[config.mk]
export PLATFORM = sky130hd
export DESIGN_NAME = video_timing_gen
export DESIGN_NICKNAME = d
export VERILOG_FILES = /design/src/rtl/video_timing_gen.sv
export SDC_FILE = /design/constraint.sdc
export NUM_CORES = 1
export LEC_CHECK = 0
export CAP_MARGIN = 0
export CORE_MARGIN = 4
export CORE_UTILIZATION = 57
export DETAILED_ROUTE_END_ITERATION = 12
export HOLD_SLACK_MARGIN = 0.02
export PLACE_DENSITY = 0.78
export SYNTH_ARGS = -nofsm -noshare
export SYNTH_HDL_FRONTEND = slang
export SYNTH_SLANG_ARGS = --single-unit
[constraint.sdc]
create_clock -name clk -period 3.35 [get_ports clk]
set_input_delay 0.67 -clock clk [delete_from_list [all_inputs] [get_ports clk]]
set_output_delay 0.67 -clock clk [all_outputs]
set_load 0.03 [all_outputs]
[src/rtl/video_timing_gen.sv]
// rtl/video_timing_gen.sv - lock-gated raster timing generator (hsync/vsync/de/x/y)
// Starts the raster only after pll_locked has been seen high for LOCK_WAIT synchronized cycles.
module video_timing_gen #(
  parameter int H_ACTIVE  = 640,
  parameter int H_FP      = 16,
  parameter int H_SYNC    = 96,
  parameter int H_BP      = 48,
  parameter int V_ACTIVE  = 480,
  parameter int V_FP      = 10,
  parameter int V_SYNC    = 2,
  parameter int V_BP      = 33,
  parameter int SYNC_POL  = 0,
  parameter int LOCK_WAIT = 16
) (
  input  logic        clk,
  input  logic        rst,
  input  logic        pll_locked,
  output logic        hsync,
  output logic        vsync,
  output logic        de,
  output logic [11:0] x,
  output logic [11:0] y,
  output logic        line_start,
  output logic        frame_start,
  output logic        running
);

  localparam int H_TOTAL = H_ACTIVE + H_FP + H_SYNC + H_BP;
  localparam int V_TOTAL = V_ACTIVE + V_FP + V_SYNC + V_BP;

  localparam logic [11:0] H_MAX    = 12'(H_TOTAL - 1);
  localparam logic [11:0] V_MAX    = 12'(V_TOTAL - 1);
  localparam logic [11:0] H_DE_END = 12'(H_ACTIVE);
  localparam logic [11:0] V_DE_END = 12'(V_ACTIVE);
  localparam logic [11:0] HS_BEG   = 12'(H_ACTIVE + H_FP);
  localparam logic [11:0] HS_END   = 12'(H_ACTIVE + H_FP + H_SYNC);
  localparam logic [11:0] VS_BEG   = 12'(V_ACTIVE + V_FP);
  localparam logic [11:0] VS_END   = 12'(V_ACTIVE + V_FP + V_SYNC);
  localparam logic [15:0] LW_LAST  = 16'(LOCK_WAIT - 1);
  localparam logic        ACT      = (SYNC_POL != 0);

  typedef enum logic [1:0] {
    WAIT_LOCK = 2'd0,
    SETTLE    = 2'd1,
    RUN       = 2'd2
  } state_t;

  state_t      state, state_nxt;
  logic        sync1, lk;
  logic [15:0] settle_cnt, settle_nxt;
  logic [11:0] x_nxt, y_nxt;

  always_ff @(posedge clk or posedge rst) begin
    if (rst) begin
      sync1 <= 1'b0;
      lk    <= 1'b0;
    end else begin
      sync1 <= pll_locked;
      lk    <= sync1;
    end
  end

  always_ff @(posedge clk or posedge rst) begin
    if (rst) begin
      state      <= WAIT_LOCK;
      settle_cnt <= 16'd0;
    end else begin
      state      <= state_nxt;
      settle_cnt <= settle_nxt;
    end
  end

  // The WAIT_LOCK cycle that sees lk counts as the first of the LOCK_WAIT lock cycles.
  always_comb begin
    state_nxt  = state;
    settle_nxt = settle_cnt;
    case (state)
      WAIT_LOCK: begin
        if (lk) begin
          settle_nxt = 16'd0;
          state_nxt  = (LOCK_WAIT <= 1) ? RUN : SETTLE;
        end
      end
      SETTLE: begin
        if (!lk) begin
          state_nxt = WAIT_LOCK;
        end else begin
          settle_nxt = settle_cnt + 16'd1;
          if (settle_nxt >= LW_LAST) state_nxt = RUN;
        end
      end
      RUN: begin
        if (!lk) state_nxt = WAIT_LOCK;
      end
      default: state_nxt = WAIT_LOCK;
    endcase
  end

  always_comb begin
    x_nxt = 12'd0;
    y_nxt = 12'd0;
    if (state == RUN && state_nxt == RUN) begin
      if (x == H_MAX) begin
        x_nxt = 12'd0;
        y_nxt = (y == V_MAX) ? 12'd0 : y + 12'd1;
      end else begin
        x_nxt = x + 12'd1;
        y_nxt = y;
      end
    end
  end

  // Every output is decoded from the same next position so they stay cycle-aligned with x/y.
  always_ff @(posedge clk or posedge rst) begin
    if (rst) begin
      hsync       <= ~ACT;
      vsync       <= ~ACT;
      de          <= 1'b0;
      x           <= 12'd0;
      y           <= 12'd0;
      line_start  <= 1'b0;
      frame_start <= 1'b0;
      running     <= 1'b0;
    end else if (state_nxt == RUN) begin
      x           <= x_nxt;
      y           <= y_nxt;
      de          <= (x_nxt < H_DE_END) && (y_nxt < V_DE_END);
      hsync       <= ((x_nxt >= HS_BEG) && (x_nxt < HS_END)) ? ACT : ~ACT;
      vsync       <= ((y_nxt >= VS_BEG) && (y_nxt < VS_END)) ? ACT : ~ACT;
      line_start  <= (x_nxt == 12'd0);
      frame_start <= (x_nxt == 12'd0) && (y_nxt == 12'd0);
      running     <= 1'b1;
    end else begin
      hsync       <= ~ACT;
      vsync       <= ~ACT;
      de          <= 1'b0;
      x           <= 12'd0;
      y           <= 12'd0;
      line_start  <= 1'b0;
      frame_start <= 1'b0;
      running     <= 1'b0;
    end
  end

endmodule

==> flow_metrics.py <==
metrics = {
    "synthesis": {
        "yosysWarningCount": 0,
        "synth_cells": 361,
        "avgSynthCellArea_um2": 8.64,
        "synthDistinctLibCells": 57,
        "ys.flop_type": "dfrtp_1",
        "ys_ff_latch": 50,
        "seq_area_frac_synth_pct": 40.2,
        "synthesis.area_um2": 3120,
        "synth_edf_count": 0,
        "synth-async-reset-ratio_pct": 100,
        "synth_nets": 369,
    },
    "finish": {
        "syn_to_final_growth_pct": 14.6,
        "multi_input_comb_area_um2": 1730,
        "post-route-cell-area_um2": 3580,
        "regArea_um2": 1250,
        "antenna_cells": 0,
        "layout.cells.non_filler": 452,
        "nFillCells": 438,
        "layout.nets": 389,
        "drive_gt1_share_pct": 6.28,
    },
    "worst_setup_path": {
        "criticalPathCategory": "reg -> reg",
        "cp_top_family": "simple AND/OR/NAND/NOR gates",
        "path_cells": "ha_1, nand4_2, or3_4, or4_1, o211ai_2, a21oi_1, a2111oi_2",
        "crit_arrival_ns": 3.02,
        "r2r_setup_slack_ns": 0.54,
        "crit_path_top_delay_cell": "or4_1",
        "crit_fanout": 13,
        "crit_required_ns": 3.56,
        "cpPeakStageDelay_ns": 0.56,
        "cp_num_buf_inv": 0,
        "crit_path_end_kind": "flop",
        "critPathLaunchType": "flop",
    },
    "clock_network": {
        "h-tree-depth": 2,
        "ctsResizeCount": 0,
        "cts_tree": "done",
        "cts-root-buf": "clkbuf_8",
        "clockBufferDepth": 2,
        "cts.sinks": 50,
        "ctsHoldBuffers": 0,
        "numCtsBuffers": 5,
        "path_clk_slew_ns": 0.09,
        "post_cts.repair.setup_buffers": 0,
        "clk_latency_ns": 0.31,
    },
    "pwr": {
        "p_sw_share_pct": 22.7,
        "power_density_nw_per_um2": 308,
        "p_switching_uw": 250,
        "power_frac_seq_pct": 56.5,
        "p_int_uw": 850,
        "leakagePower_nw": 1.33,
        "clock_power_share_pct": 39.0,
        "peakVddDrop_uv": 209,
        "comb_power_share_pct": 4.5,
    },
    "sta": {
        "clock.fmax_ghz": 0.355,
        "layout_min_cycle_time_ns": 2.81,
        "hold_viol": 0,
        "tightest_slew_ns": 0.681,
        "rsz0062_at_grt": "false",
        "period_share_pct": 84.0,
        "slew_violations": 0,
        "slew_headroom_pct": 54.0,
        "skew_ns": 0.00736,
        "finalSetupTns_ns": 0,
        "setup_viol": 0,
    },
    "grt": {
        "antenna_found_initial": 0,
        "grt_pass1_wl_um": 12400,
        "grt_max_degree": 33,
        "grtUsageTotal_pct": 23.9,
        "overflow": 0,
        "grt_pass1_vias": 2580,
    },
    "placement": {
        "dpl_cell_area_um2": 3470,
        "dp_hpwl_um": 5200,
        "dp_cells": 444,
        "gp_congestion": 0.870,
        "portBuffers": 32,
    },
    "die": {
        "initial_utilization_pct": 59.9,
        "core_area_um2": 5200,
        "placement_rows": 26,
        "dieWidth_um": 82.0,
        "ios": 33,
        "die_y_um": 82.0,
        "dieArea_um2": 6720,
    },
    "detailed_routing": {
        "wire_per_inst_um": 16.3,
        "avgViaCountPerCell": 6.28,
        "firstDrtPassIters": 5,
        "drc_errors": 0,
        "totalWireLength_um": 7350,
        "ant_nets": 0,
        "initialDrtViolationCount": 265,
        "vias": 2838,
    },
    "run_status": {
        "status": "finished clean",
    },
    "hold_path": {
        "hold_path.class": "reg -> reg",
    },
    "flow_run": {
        "drv_cap": 0,
    },
}
final cells by class:
class | count | share of cell area (%)
Multi-Input combinational cell | 276 | 48.4
Sequential cell | 50 | 35.1
Timing Repair Buffer | 37 | 10.0
Tap cell | 70 | 2.45
Clock buffer | 7 | 2.13
Inverter | 11 | 1.15
Clock inverter | 1 | 0.840
state kept, by name, indices dropped and copies added, names as in the netlist:
signal and cells:
running 1, line_start 1, sync1 1, lk 1, hsync 1, frame_start 1, state 2, vsync 1
x 12, y 12, de 1, settle_cnt 16
path summary, 6_finish.rpt:
kind                        from     endpoint  cells after the start
max                         x[0]  frame_start                      7
min                        sync1           lk                      0
max reg2reg                 x[0]  frame_start                      7
min reg2reg                sync1           lk                      0
max in group asynchronous    rst        vsync                      3
min in group asynchronous    rst         x[2]                      2
power groups by stage:
stage | sequential [mW] | combinational (mW) | clock, mW
4_1_cts | 0.621 | 0.0503 | 0.433
6_report | 0.622 | 0.0491 | 0.429
3_5_place_dp | 0.633 | 0.0494 | 0
2_1_floorplan | 0.626 | 0.0423 | 0
5_1_grt | 0.624 | 0.0566 | 0.459
3_3_place_gp | 0.632 | 0.0484 | 0
synth_stat cells (all sizes together) (2+ instances only):
library cell / count / share of area (%)
dfstp: 2 / 1.7
a31oi: 3 / 0.60
clkbuf: 19 / 2.3
or2: 2 / 0.40
a21oi: 14 / 2.2
nand4bb: 2 / 0.72
buf: 5 / 0.76
and2: 6 / 1.2
nand3b: 2 / 0.48
ha: 5 / 2.0
xor2: 6 / 1.7
a21o: 10 / 2.4
o41ai: 4 / 1.1
o21ai: 17 / 2.7
nor2: 33 / 4.0
dfrtp: 48 / 39
nor2b: 5 / 1.0
inv: 11 / 1.3
nor3: 10 / 1.6
o31ai: 15 / 3.8
nand3: 20 / 3.2
a41oi: 2 / 0.56
nand2b: 4 / 0.80
xnor2: 13 / 3.7
o21a: 2 / 0.48
nor4b: 2 / 0.56
and4: 4 / 1.1
or4: 5 / 1.2
mux2i: 2 / 0.64
a2111oi: 2 / 0.96
nor4: 8 / 1.6
o211ai: 3 / 0.88
and3b: 2 / 0.56
nand2: 37 / 4.5
o22ai: 2 / 0.40
and3: 2 / 0.40
nand4: 15 / 3.2
or3: 5 / 1.3
routing by layer:
layer	GRT usage, %	vias up	wire length [um]
met5	0	-	0
met4	6.98	0	112
met3	4.50	13	420
met2	36.9	100	3370
met1	34.2	1361	3450
li1	-	1364	-
placed cells by master (no fill, tap or decap), drive strengths merged, types with 3 or more instances in the layout:
master         count
o211ai             3
a21o              10
o21ai             17
buf                5
o31ai             15
xor2               6
xnor2             13
o41ai              4
nor4               8
or4                5
nor3              10
a21oi             14
nand3             20
nand2             37
clkbuf             7
dfrtp             48
nor2              33
and4               4
clkdlybuf4s50     32
a31oi              3
ha                 5
nor2b              5
or3                5
and2               6
nand2b             4
inv               11
nand4             15
per-stage QoR:
step | hold WS, ns | util (%) | setup WS, ns | power, mW
floorplan | 0.331 | - | 0.675 | 0.669
global placement | 0.336 | 66.7 | 0.712 | 0.681
detailed placement | 0.343 | 66.7 | 0.613 | 0.683
CTS | 0.364 | 68.7 | 0.562 | 1.10
global route | 0.368 | 68.7 | 0.306 | 1.14
finish | 0.361 | 68.7 | 0.537 | 1.10
cell families after synthesis:
logic type	after synthesis	share of synthesized area [%]
AOI/OAI and AO/OA	82	18.4
muxes	2	0.642
buffers and inverters	35	4.37
DFF	50	40.2
and+or+nand+nor	167	28.7
xor gates and xnor gates	19	5.33
adders and majority gates	6	2.33
Power figures use the tool's default switching activity.
